`config.mk`:
```
export PLATFORM = sky130hd
export DESIGN_NAME = cdb_arbiter
export DESIGN_NICKNAME = d
export VERILOG_FILES = /design/src/rtl/cdb_arbiter.sv
export SDC_FILE = /design/constraint.sdc
export NUM_CORES = 1
export LEC_CHECK = 0
export ABC_AREA = 0
export BUFFER_PORTS_ARGS = -buffer_cell sky130_fd_sc_hd__buf_4
export CAP_MARGIN = 20
export CORE_ASPECT_RATIO = 1.1
export CORE_MARGIN = 2
export CORE_UTILIZATION = 52
export CTS_CLUSTER_SIZE = 10
export DETAILED_ROUTE_END_ITERATION = 6
export PLACE_DENSITY = 0.88
export SYNTH_ARGS = -nofsm -noshare
export SYNTH_HDL_FRONTEND = slang
export SYNTH_SLANG_ARGS = --single-unit
```
`constraint.sdc`:
```
create_clock -name clk -period 9.2 [get_ports clk]
set_input_delay 0.92 -clock clk [delete_from_list [all_inputs] [get_ports clk]]
set_output_delay 0.92 -clock clk [all_outputs]
set_load 0.01 [all_outputs]
```
`src/rtl/cdb_arbiter.sv`:
```
// Round-robin arbiter for the Tomasulo common data bus: picks one functional
// unit per cycle and registers {valid, payload} onto the CDB.
module cdb_arbiter #(
    parameter int NUM_REQ   = 5,
    parameter int PAYLOAD_W = 38,
    parameter int CNT_W     = 32
) (
    input  logic                           clk,
    input  logic                           rst,
    input  logic [NUM_REQ-1:0]             req,
    input  logic [NUM_REQ*PAYLOAD_W-1:0]   req_payload,
    input  logic                           hold,
    output logic [PAYLOAD_W:0]             cdb,
    output logic [NUM_REQ-1:0]             grant,
    output logic [CNT_W-1:0]               bcast_count
);

    localparam int PTR_W = (NUM_REQ > 1) ? $clog2(NUM_REQ) : 1;

    logic [PAYLOAD_W:0]   cdb_reg;
    logic [NUM_REQ-1:0]   grant_reg;
    logic [PTR_W-1:0]     ptr_reg;
    logic [CNT_W-1:0]     count_reg;

    logic [NUM_REQ-1:0]   eligible;
    logic [NUM_REQ-1:0]   win_onehot;
    logic [PTR_W-1:0]     win_idx;
    logic                 win_found;
    logic [PTR_W-1:0]     ptr_next;
    logic [PAYLOAD_W-1:0] payload_sel;
    logic [PAYLOAD_W-1:0] masked [NUM_REQ];

    // The unit currently on the bus sits out one edge so it is not sent twice.
    assign eligible = req & ~grant_reg;

    always_comb begin
        win_onehot = '0;
        win_idx    = '0;
        win_found  = 1'b0;
        for (int off = 0; off < NUM_REQ; off++) begin
            logic [PTR_W:0]   sum;
            logic [PTR_W-1:0] idx;
            sum = {1'b0, ptr_reg} + (PTR_W+1)'(off);
            if (sum >= (PTR_W+1)'(NUM_REQ))
                sum = sum - (PTR_W+1)'(NUM_REQ);
            idx = sum[PTR_W-1:0];
            if (!win_found && eligible[idx]) begin
                win_found       = 1'b1;
                win_idx         = idx;
                win_onehot[idx] = 1'b1;
            end
        end
    end

    assign ptr_next = (win_idx == PTR_W'(NUM_REQ - 1)) ? '0 : win_idx + PTR_W'(1);

    // AND-OR mux: non-winning slots are forced to zero so junk never leaks.
    generate
        for (genvar gi = 0; gi < NUM_REQ; gi++) begin : g_mask
            assign masked[gi] = req_payload[gi*PAYLOAD_W +: PAYLOAD_W]
                              & {PAYLOAD_W{win_onehot[gi]}};
        end
    endgenerate

    always_comb begin
        payload_sel = '0;
        for (int i = 0; i < NUM_REQ; i++)
            payload_sel = payload_sel | masked[i];
    end

    always_ff @(posedge clk or posedge rst) begin
        if (rst) begin
            cdb_reg   <= '0;
            grant_reg <= '0;
            ptr_reg   <= '0;
            count_reg <= '0;
        end else if (win_found && !hold) begin
            cdb_reg   <= {1'b1, payload_sel};
            grant_reg <= win_onehot;
            ptr_reg   <= ptr_next;
            if (count_reg != {CNT_W{1'b1}})
                count_reg <= count_reg + CNT_W'(1);
        end else begin
            cdb_reg   <= '0;
            grant_reg <= '0;
        end
    end

    assign cdb         = cdb_reg;
    assign grant       = grant_reg;
    assign bcast_count = count_reg;

endmodule

```
== Yosys cells after proc, flatten, opt, wreduce, memory -nomap -nowiden ==
Index checks and enable logic that the tools add are counted.

* Add/subtract/negate cells: 11
* $lt $le $gt $ge: 15
* Eq/ne operators: 2
* Muxes and demuxes: 43
* Bitwise operators: 15
* Reduce and logical (&&, ||, !) cells: 16

{| class="wikitable"
|+ Operator list
! cell !! count
|-
| 38-bit bitwise AND || 5
|-
| 38-bit OR || 4
|-
| 39-bit 2-to-1 mux || 1
|-
| 3-bit 2-to-1 mux || 11
|-
| 32-bit by 1-bit adder with 32-bit output, second input constant || 1
|-
| 32-bit inequality test, second input constant || 1
|-
| 5-bit 2-to-1 mux || 6
|-
| 3-bit by 4-bit < comparator with 1-bit output, second input constant || 5
|-
| 5-bit OR || 4
|-
| 4-bit by 3-bit greater-or-equal comparator with 1-bit output, second input constant || 4
|-
| 1-bit binary-select mux with 3-bit select || 5
|-
| 1-bit demux with 3-bit select || 5
|-
| 3-bit by 1-bit greater-or-equal comparator with 1-bit output, second input constant || 5
|-
| 1-bit 2-to-1 mux || 15
|-
| 3-bit subtractor, second input constant || 5
|-
| 1-bit logical AND || 10
|-
| 3-bit by 2-bit adder with 4-bit output, second input constant || 2
|-
| 5-bit bitwise AND || 1
|-
| 1-bit logical NOT || 5
|-
| 5-bit NOT || 1
|-
| 3-bit by 1-bit adder with 4-bit output, second input constant || 1
|-
| 3-bit by 3-bit adder with 4-bit output, second input constant || 1
|-
| 3-bit by 1-bit adder with 3-bit output, second input constant || 1
|-
| 3-bit == test, second input constant || 1
|-
| other kinds (2) || 2
|}

* Register bits after elaboration: 79
* Bits of input ports: 198
* Output and inout bits: 76
* Word-level logic and storage cells: 106

== Longest topological paths before layout ==
* Depth in word-level cells: 23
* Mapped depth: 18
* Gate-level depth less buffers: 16

== Worst setup path before layout ==
OpenSTA, ideal clock, no wires.

* Kind: register -> register
* Start point: register ptr_reg[1]
* End point: register cdb_reg[30] (netlist: cdb[30])
* Setup time: 137 ps
* Arrival time: 3799 ps
* Required time: 9063 ps
* Path slack: 5265 ps
* Stages on the path, launching flop included: 18
* Path buffers: 5
* Period minus slack after synthesis: 3935 ps
* Path through: dfrtp_1 clkbuf_1 inv_1 ha_1 ha_1 clkbuf_1 nor2_1 a211o_1 a2111o_1 a22oi_2 buf_2 nor3_1 o211ai_1 nand3_1 buf_2 buf_2 a221oi_1 a31oi_1

* Longest elaborated chain between the ends: 23
* Elaborated cells between the ends (all ways): 87
* Classes of those cells: add/sub: 9; order compare: 15; mux: 36; bitwise: 13; reduce/logical: 14

{| class="wikitable"
|+ RTL lines
! element !! RTL line !! source
|-
| start, declared || 22 || <nowiki>logic [PTR_W-1:0] ptr_reg;</nowiki>
|-
| start signal, assigned || 80 || <nowiki>ptr_reg <= ptr_next;</nowiki>
|-
| branches (longest 22 deep; another with 3-bit by 1-bit adder with 4-bit output) || -- ||
|-
| 39-bit 2-to-1 mux (*) || 77 || <nowiki>end else if (win_found && !hold) begin</nowiki>
|-
| end signal, assigned || 78 || <nowiki>cdb_reg <= {1'b1, payload_sel};</nowiki>
|-
| end, declared || 20 || <nowiki>logic [PAYLOAD_W:0] cdb_reg;</nowiki>
|}

Every way passes the cells marked *. The select of a mux whose other input is x is not followed.
A chain may end at the register's enable or synchronous reset.

== Worst setup path in the final report ==
* Start point: register ptr_reg[1]
* End point: register count_reg[31] (netlist: bcast_count[31])

* Longest elaborated chain between the ends: 19
* Elaborated cells between the ends (all ways): 44
* Classes of those cells: add/sub: 9; order compare: 5; mux: 20; reduce/logical: 10

{| class="wikitable"
|+ RTL lines
! element !! RTL line !! source
|-
| branches (longest 16 deep; another with 3-bit by 1-bit adder with 4-bit output) || -- ||
|-
| 1-bit 2-to-1 mux (*) || 47 || <nowiki>if (!win_found && eligible[idx]) begin</nowiki>
|-
| 1-bit logical AND (*) || 77 ||
|-
| 2-bit AND reduction (no line) (*) || -- ||
|-
| end signal, assigned || 82 || <nowiki>count_reg <= count_reg + CNT_W'(1);</nowiki>
|-
| end, declared || 23 || <nowiki>logic [CNT_W-1:0] count_reg;</nowiki>
|}

Marked as above.

==> metrics.txt <==
status=finished, violations left; violated checks=design-rule violations; Die X=105 um; CTS Hold Bufs=0; initial core utilization=53.6%; crit share post-route=56.9%; clock latency on the worst-skew pair=0.35 ns; synthesized cell area=5870 sq um; GR Overflow Total=0; io pins=274; RSZ-0062 raised after global routing=no; Syn Inst Count=670; Seq cells post-synth=79; max cap viols=0; Max VDD drop=0.000328 V; antenna violations before repair=2; design area=8390 sq um; Placed Area=7990 sq um; Seq/Total Area, Yosys=33.7%; Fmax=191 MHz; Die Ht=115 um; crit-path most repeated cell=ha_1; die area=12200 sq um; critical path's largest stage delay=0.74 ns; final-report max-slew violation count=0; clock transition at the registers of the reported paths=0.07 ns; fin util=76.5%; CTS Sinks=79; critical-path cell list=inv_1 > ha_1 > ha_1 > nor2_1 > a211o_1 > a2111o_1 > a22oi_2 > o21ba_1 > a31o_2 > buf_12 > or3_1 > nor3_2 > xor2_1; DP Worst Slack=3.50 ns; post-DR wirelength/cell=23.0 um; Async SR Flop Fraction=100%; routed vias=6961; IO Port Bufs=273; CP Data Required Time=9.45 ns; CTS root buf=clkbuf_16; Residual DRC=1; Final Worst Setup Slack=3.97 ns; Main synth FF type=dfrtp_1; Logic pwr share=73.5%; worst slew pin tran=0.805 ns; syn nets=880; share of power burned in registers=15.2%; Antenna Nets Post-Route=0; Setup Crit Path Kind=flop to flop; Setup-failing EPs final=0; switching pwr=1.76 mW; Post-Route Setup TNS=0 ns; cell taking the most area after synthesis=dfrtp_1; syn_area_per_cell=8.77 sq um; Hold Slack=0.501 ns; via/cell ratio=6.54; final wirelength=24400 um; largest net degree at the start of global routing=80; crit path time final=5.23 ns; cts bufs inserted=9; Final nets=1121; PD cells=418 nW/um^2; Synth area leaders=dfrtp_1 34%, a221oi_1 5.8%, a31oi_1 4.6%; number of synthesized flops with an enable pin=0; slowest cell on the critical path=dfrtp_1; iteration-0 DRC count of the detailed router=639; HPWL Detailed=18100 um; Pint=1.75 mW; top-area cell type share of the netlist area=33.7%; CTS tree=yes; Syn-to-layout area delta=42.8%; CP Max Fanout=43; clock share of power=11.3%; Fin. Hold Viols=0; synth warn=0; Setup Skew=0.0106 ns; buffers inserted by post-CTS timing repair=0; Global Route Usage Sum=38.6%; Max H-tree Level=3; Startpoint Class=flop; Pwr Total=3.51 mW; first-pass GRT wire length=36200 um; crit end category=flop; router iterations before antenna repair=7; min-delay worst type=flop to flop; Core Area=11000 sq um; relative slew slack=46.0%; share of cells above drive strength 1=36.4%; crit path DAT=5.48 ns; Placed Cells incl. Taps=1044; Longest Clk Path Bufs=2; Pleak=3.80 nW; Net Sw Frac=50.1%; Largest register FFs=39; Rows=40; post-CTS sizing=0; Netlist cell types=75; GPL Wtd Cong=0.951; vias in the first global route=6620; final std cells w/o fill=1064
[layout make-up]
cell class | instances | area (sq um)
antenna | 2 | 5.00
clock buffer | 10 | 239
clock inverter | 5 | 81.3
fill | 761 | 2570
inverter | 19 | 72.6
multi-input combinational | 518 | 3620
sequential | 79 | 1980
tap | 147 | 184
timing repair buffer | 284 | 2200
[layout by cell type (no fill, tap or decap), types with 3 or more instances in the layout]
cell type,n
o211ai_1,5
nand3b_1,5
mux2_2,5
nand2_1,31
or2_2,3
o22ai_1,3
mux2i_1,5
inv_1,17
a211oi_1,8
xnor2_1,17
a21oi_1,8
or3_1,5
buf_4,280
nor2_1,42
a22oi_2,11
a31oi_1,43
a21o_1,3
a22oi_1,32
xor2_1,18
and3_1,4
clkbuf_16,9
nand2b_1,10
nor2b_1,9
ha_1,11
and3b_1,5
nand3_1,15
nand4_1,5
and2_1,43
nor3_1,25
buf_16,3
dfrtp_1,79
a211o_1,7
o21ai_0,46
o31ai_1,4
a221oi_1,39
nor3b_1,5
[kinds of logic (layout without fill, tap and decap cells)]
group / after synthesis / after routing / share of synthesized area [%]
flops: 79 / 79 / 33.7
fa+ha+maj: 12 / 12 / 2.68
buf+inv: 73 / 318 / 5.35
mux: 12 / 12 / 2.58
simple gates: 221 / 221 / 20.6
compound gates: 238 / 238 / 29.9
other cells: 0 / 2 / 0
xor+xnor: 35 / 35 / 5.22
[metal layers]
layer / track usage (%) / vias up / wire length, um
met1: 48.4 / 3337 / 8950
met4: 14.2 / 2 / 863
li1: - / 3031 / -
met2: 64.9 / 514 / 11800
met3: 9.67 / 77 / 2780
met5: 0 / - / 30
[cell usage after synthesis (all sizes together), types with 3 or more instances]
library cell	count
a211o	7
a211oi	8
a21o	3
a21oi	8
a221oi	39
a22oi	43
a31oi	43
and2	43
and3	4
and3b	5
buf	22
clkbuf	32
dfrtp	79
ha	11
inv	19
mux2	5
mux2i	5
nand2	31
nand2b	10
nand3	16
nand3b	5
nand4	5
nor2	42
nor2b	9
nor3	27
nor3b	5
o211ai	5
o21ai	47
o22ai	4
o31ai	4
or2	4
or3	5
or3b	3
xnor2	17
xor2	18
[final timing paths]
kind                                              from                     endpoint  slack [ns]  cells past startpoint
max                             ptr_reg[1]$_DFFE_PP0P_  bcast_count[31]$_DFFE_PP0P_        3.97                     13
min                        bcast_count[23]$_DFFE_PP0P_  bcast_count[23]$_DFFE_PP0P_        0.50                      1
max reg2reg                     ptr_reg[1]$_DFFE_PP0P_  bcast_count[31]$_DFFE_PP0P_        3.97                     13
min reg2reg                bcast_count[23]$_DFFE_PP0P_  bcast_count[23]$_DFFE_PP0P_        0.50                      1
max in group asynchronous                          rst            cdb[32]$_DFF_PP0_        8.08                      4
min in group asynchronous                          rst  bcast_count[27]$_DFFE_PP0P_        0.55                      3
[worst max-delay path: cells and delay by family, from the launching register on]
family	cells	cell delay, ns
XOR/XNOR	1	0.24
flip-flops	1	0.74
AND/OR/NAND/NOR	3	0.90
AO/OA/AOI/OAI	5	1.84
buffers and inverters	2	0.49
adder cells (fa/ha/maj)	2	0.91
[power by group through the flow]
stage | logic (mW) | clock network, mW | registers, mW
after floorplan | 1.79 | 0 | 0.547
after detailed placement | 2.46 | 0 | 0.554
final | 2.58 | 0.398 | 0.534
after global placement | 2.38 | 0 | 0.549
after CTS | 2.47 | 0.397 | 0.549
after global routing | 2.78 | 0.415 | 0.542
(Power assumes the default switching activity.)
